## src/rtl/pe_ctx_pkg.sv

```systemverilog
// ============================================================================
// pe_ctx_pkg : state encoding and sizing defaults shared by the PE context
//              sequencer and the context cache.
// Revision   : 1.0
// ============================================================================
`default_nettype none

package pe_ctx_pkg;

  typedef logic [1:0] state_t;

  localparam state_t IDLE = 2'd0;
  localparam state_t RUN  = 2'd1;
  localparam state_t DONE = 2'd2;

  localparam int CP_W_DEFAULT    = 16;
  localparam int MAX_CTX_DEFAULT = 64;

endpackage

`default_nettype wire

```

## src/rtl/pe_context_sequencer.sv

```systemverilog
// ============================================================================
// pe_context_sequencer : steps the context pointer CP through ctx_len
//                        contexts for iter_cnt sweeps (0 = until abort).
// Optional feature     : PE_CTX_STALL_EN adds a stall input that freezes CP.
// Revision             : 1.0
// ============================================================================
`default_nettype none

module pe_context_sequencer
  import pe_ctx_pkg::*;
#(
  parameter int CP_W    = CP_W_DEFAULT,
  parameter int MAX_CTX = MAX_CTX_DEFAULT,
  parameter int ITER_W  = 8
) (
  input  logic              CLK,
  input  logic              RST_N,
  input  logic              load_done,
  input  logic              go,
  input  logic [CP_W-1:0]   ctx_len,
  input  logic [ITER_W-1:0] iter_cnt,
  input  logic              abort,
`ifdef PE_CTX_STALL_EN
  input  logic              stall,
`endif
  output logic [CP_W-1:0]   CP,
  output logic              ctx_valid,
  output logic              busy,
  output logic              done,
  output logic              cfg_err
);

  localparam logic [CP_W-1:0]   MAX_LEN  = CP_W'(MAX_CTX);
  localparam logic [CP_W-1:0]   CP_ONE   = CP_W'(1);
  localparam logic [ITER_W-1:0] ITER_ONE = ITER_W'(1);

  state_t            state, state_nxt;
  logic [CP_W-1:0]   len_q, len_nxt;
  logic [ITER_W-1:0] iter_q, iter_nxt;
  logic [ITER_W-1:0] rem_q, rem_nxt;
  logic [CP_W-1:0]   cp_nxt;
  logic              busy_nxt, valid_nxt, done_nxt, cfg_err_nxt;

  logic hold;
  logic accept;
  logic reject;
  logic kill;
  logic infinite;
  logic last_ctx;
  logic final_ctx;

`ifdef PE_CTX_STALL_EN
  assign hold = stall;
`else
  assign hold = 1'b0;
`endif

  assign accept    = go && load_done && !abort &&
                     (ctx_len != '0) && (ctx_len <= MAX_LEN);
  // A falling load_done means the cache is being reloaded: same as abort.
  assign kill      = abort || !load_done;
  assign infinite  = (iter_q == '0);
  assign last_ctx  = (CP == (len_q - CP_ONE));
  assign final_ctx = last_ctx && !infinite && (rem_q == ITER_ONE);

  always_ff @(posedge CLK or negedge RST_N) begin
    if (!RST_N) begin
      state  <= IDLE;
      len_q  <= '0;
      iter_q <= '0;
      rem_q  <= '0;
    end else begin
      state  <= state_nxt;
      len_q  <= len_nxt;
      iter_q <= iter_nxt;
      rem_q  <= rem_nxt;
    end
  end

  always_comb begin
    state_nxt = state;
    len_nxt   = len_q;
    iter_nxt  = iter_q;
    rem_nxt   = rem_q;
    cp_nxt    = CP;
    reject    = 1'b0;
    case (state)
      IDLE: begin
        cp_nxt = '0;
        if (go) begin
          if (accept) begin
            state_nxt = RUN;
            len_nxt   = ctx_len;
            iter_nxt  = iter_cnt;
            rem_nxt   = iter_cnt;
          end else begin
            reject = 1'b1;
          end
        end
      end
      RUN: begin
        // Abort takes priority over stall, wrap and completion.
        if (kill) begin
          state_nxt = IDLE;
          cp_nxt    = '0;
        end else if (!hold) begin
          if (last_ctx) begin
            cp_nxt = '0;
            if (final_ctx) begin
              state_nxt = DONE;
            end else if (!infinite) begin
              rem_nxt = rem_q - ITER_ONE;
            end
          end else begin
            cp_nxt = CP + CP_ONE;
          end
        end
      end
      DONE: begin
        state_nxt = IDLE;
        cp_nxt    = '0;
      end
      default: begin
        state_nxt = IDLE;
        cp_nxt    = '0;
      end
    endcase
  end

  always_comb begin
    busy_nxt    = (state_nxt == RUN);
    valid_nxt   = (state_nxt == RUN);
    done_nxt    = (state_nxt == DONE);
    cfg_err_nxt = reject;
  end

  always_ff @(posedge CLK or negedge RST_N) begin
    if (!RST_N) begin
      CP        <= '0;
      ctx_valid <= 1'b0;
      busy      <= 1'b0;
      done      <= 1'b0;
      cfg_err   <= 1'b0;
    end else begin
      CP        <= cp_nxt;
      ctx_valid <= valid_nxt;
      busy      <= busy_nxt;
      done      <= done_nxt;
      cfg_err   <= cfg_err_nxt;
    end
  end

  a_cp_range: assert property (@(posedge CLK) disable iff (!RST_N) CP < MAX_LEN);
  a_valid_busy: assert property (@(posedge CLK) disable iff (!RST_N) ctx_valid == busy);
  a_done_pulse: assert property (@(posedge CLK) disable iff (!RST_N) done |=> !done);
  a_idle_cp: assert property (@(posedge CLK) disable iff (!RST_N) !busy |-> (CP == '0));

endmodule

`default_nettype wire
```

## config.mk

```make
export PLATFORM = sky130hd
export DESIGN_NAME = pe_context_sequencer
export DESIGN_NICKNAME = d
export VERILOG_FILES = /design/src/rtl/pe_ctx_pkg.sv /design/src/rtl/pe_context_sequencer.sv
export SDC_FILE = /design/constraint.sdc
export NUM_CORES = 1
export LEC_CHECK = 0
export CORE_MARGIN = 5
export CORE_UTILIZATION = 60
export DETAILED_ROUTE_END_ITERATION = 6
export DONT_BUFFER_PORTS = 1
export GPL_TIMING_DRIVEN = 0
export PLACE_DENSITY = 0.76
export SLEW_MARGIN = 30
export SYNTH_ARGS = -nofsm -noshare
export SYNTH_HDL_FRONTEND = slang
export SYNTH_SLANG_ARGS = --single-unit
```

## constraint.sdc

```tcl
create_clock -name CLK -period 8.85 [get_ports CLK]
set_input_delay 1.3275 -clock CLK [delete_from_list [all_inputs] [get_ports CLK]]
set_output_delay 1.3275 -clock CLK [all_outputs]
set_load 0.1 [all_outputs]
```

==> out/qor.csv <==
metric,value,unit
status,completed,
area of the die,6472,um^2
die width,80.45,um
first-pass GRT wire length,10.57,mm
Antenna Cells,0,
Final WS setup,5.260,ns
yosys warns,0,
routed wire length,6.114,mm
sequential fraction of the synthesis area,0.4454,
Final min period,3.590,ns
total track usage,0.2100,
worst reg-to-reg path cell count,9,
Syn-to-layout area delta,6.176,%
Setup WS pre-CTS,5.229,ns
Clock Path Buffers,2,
Yosys top cell area share,0.4454,
ys async rst share,1.000,
"EDFF count, synth",0,
critical path type,reg2reg,
clk slew on worst S/H paths,0.10,ns
Leakage,0.001406,uW
Starting Density,0.6222,
Max Cap Viol,0,
Sink Count,53,
peak supply drop,0.1172,mV
"top cells by area, synth","dfrtp_1 45%, xnor2_1 5.0%, xor2_1 5.0%, mux2_2 4.5%, nor2_1 3.9%",
Reg2Reg Setup Slack,5.26,ns
Worst Clk Skew,0.005549,ns
drt wl/cell,16.17,um
Post-Syn Nets,336,
Arrival @ worst endpoint,3.79,ns
"Cell Area, Synth",2978,um^2
RSZ-0062 raised after global routing,false,
CP Launch Type,flip-flop,
H-tree depth,2,
CTS tree,yes,
# hold bufs at CTS,0,
top_reg_cell synth,dfrtp_1,
post-synthesis cell count,303,
CTS Root Buffer Type,clkbuf_8,
FP Rows,25,
Reg-to-Reg End,rem_q[5],
Critical Path Fanout Max,8,
vias per cell,5.944,
Slew headroom,0.3196,
Sequential Area,1339,um^2
worst setup path start,CP[2],
Post-DP HPWL,4.657,mm
final hold viol count,0,
Pre-antenna DRT Iters,4,
PwrDens,122.1,nW/um^2
Mean Syn Cell Area,9.828,um^2
largest net degree at the start of global routing,54,
f_max,0.2785,GHz
Total Neg Setup Slack,0,ns
Ports,49,
Final #Nets,343,
clk_lat worst skew,0.31,ns
Die Ht,80.45,um
core area,4786,um^2
fin crit share,0.4057,
IO buf count,0,
post-synthesis cell type count,53,
initial antenna violation count,0,
r2r startpoint,CP[2],
Pwr Total,386.2,uW
critical path capture point type,flip-flop,
Final setup viols,0,
Congestion Overflow GR,0,
via count,2247,
Slew @ Worst Pin,1.021,ns
drt drc,0,
"area leader, netlist",dfrtp_1,
number of global-route vias before repair,2264,
synthesized flop and latch total,53,
Worst Path Required,9.05,ns
Max Slew Vio Count,0,
Multi-input gate area,1538,um^2
hold crit path type,reg2reg,
layout cells sized above 1,0.1415,
post-CTS setup buffers,0,
Placer Congestion,0.8507,
PostCTS Resize Cnt,0,
Setup crit end,rem_q[5],
Detail Route Antenna Nets,0,
starting DRC count in detailed routing,123,
fill count,414,
Num CTS Buffers,5,
[Yosys cell counts (7+ instances only)]
| cell | count |
|---|---|
| nor3_1 | 8 |
| nand3_1 | 16 |
| a21oi_1 | 10 |
| mux2_2 | 12 |
| xnor2_1 | 17 |
| inv_1 | 10 |
| nand2b_1 | 7 |
| xor2_1 | 17 |
| dfrtp_1 | 53 |
| nand2_1 | 17 |
| nor4_1 | 7 |
| nor2b_1 | 11 |
| nor2_1 | 31 |
| o21ai_0 | 15 |
[metal layers]
layer  part of all wire  routed length (um)  track usage
met2               0.44                2690       0.3262
met3              0.066                 404      0.04709
met5                  0                   0            0
met1               0.48                2960       0.2936
met4             0.0096                  59      0.06250
[registers in the layout, indices dropped and copies added, names as in the netlist]
signal,cells
CP,16
len_q,16
iter_q,8
rem_q,8
state,2
busy,1
cfg_err,1
done,1
[where the power goes]
group          internal (uW)  switching (uW)  leakage (uW)
registers                243            2.54      0.000690
logic                   2.53            2.42      0.000678
clock network           55.9            80.1     0.0000374
[cells by family (layout without fill, tap and decap cells)]
kind of cell    after synthesis  in the layout  share of synthesized area
compound gates               48             48                     0.1114
simple gates                128            128                     0.2361
flops                        53             53                     0.4454
buf+inv                      22             30                    0.03823
xor+xnor                     34             34                     0.1000
fa+ha+maj                     4              4                    0.01681
mux                          14             14                    0.05210
[final cells by class]
class,instances,share of cell area
Buffer,12,0.02414
Clock buffer,6,0.02295
Clock inverter,2,0.004749
Inverter,10,0.01187
Multi-Input combinational cell,228,0.4863
Sequential cell,53,0.4234
Tap cell,67,0.02651
[through the flow]
stage               hold WS [ns]    util  instances  cell area (um^2)
floorplan                 0.4716       -        303              2978
global placement          0.4821  0.6397        370              3062
detailed placement        0.4897  0.6410        370              3068
CTS                       0.5110  0.6593        378              3156
global route              0.5343  0.6607        378              3162
finish                    0.5102  0.6607        378              3162
[worst min-delay path by stage]
stage / to / startpoint / slack (ns) / cells after the start
finish: iter_q[7] / iter_q[7] / 0.51 / 1
global route: iter_q[6] / iter_q[6] / 0.53 / 1
CTS: iter_q[7] / iter_q[7] / 0.51 / 1
detailed placement: iter_q[7] / iter_q[7] / 0.49 / 1
global placement: iter_q[2] / iter_q[2] / 0.48 / 1
floorplan: iter_q[2] / iter_q[2] / 0.47 / 1
[critical path, cell delays in order, from the launching register on]
cell       delay (ns)
dfrtp_1          0.94
clkbuf_1         0.40
nand2b_1         0.08
o21ai_0          0.17
o2111ai_1        0.14
a211o_1          0.26
or4b_4           0.53
o41ai_4          0.58
o21ai_1          0.13
a22o_1           0.25
[cells in the final DEF, fill, tap and decap left out, types with 8 or more instances in the layout]
cell,count
nor2_1,31
xor2_1,17
a21oi_1,10
dfrtp_1,43
inv_1,10
nor3_1,8
nand2_1,17
nor2b_1,11
xnor2_1,17
mux2_2,12
o21ai_0,15
nand3_1,16
dfrtp_2,10
(Power assumes the default switching activity.)
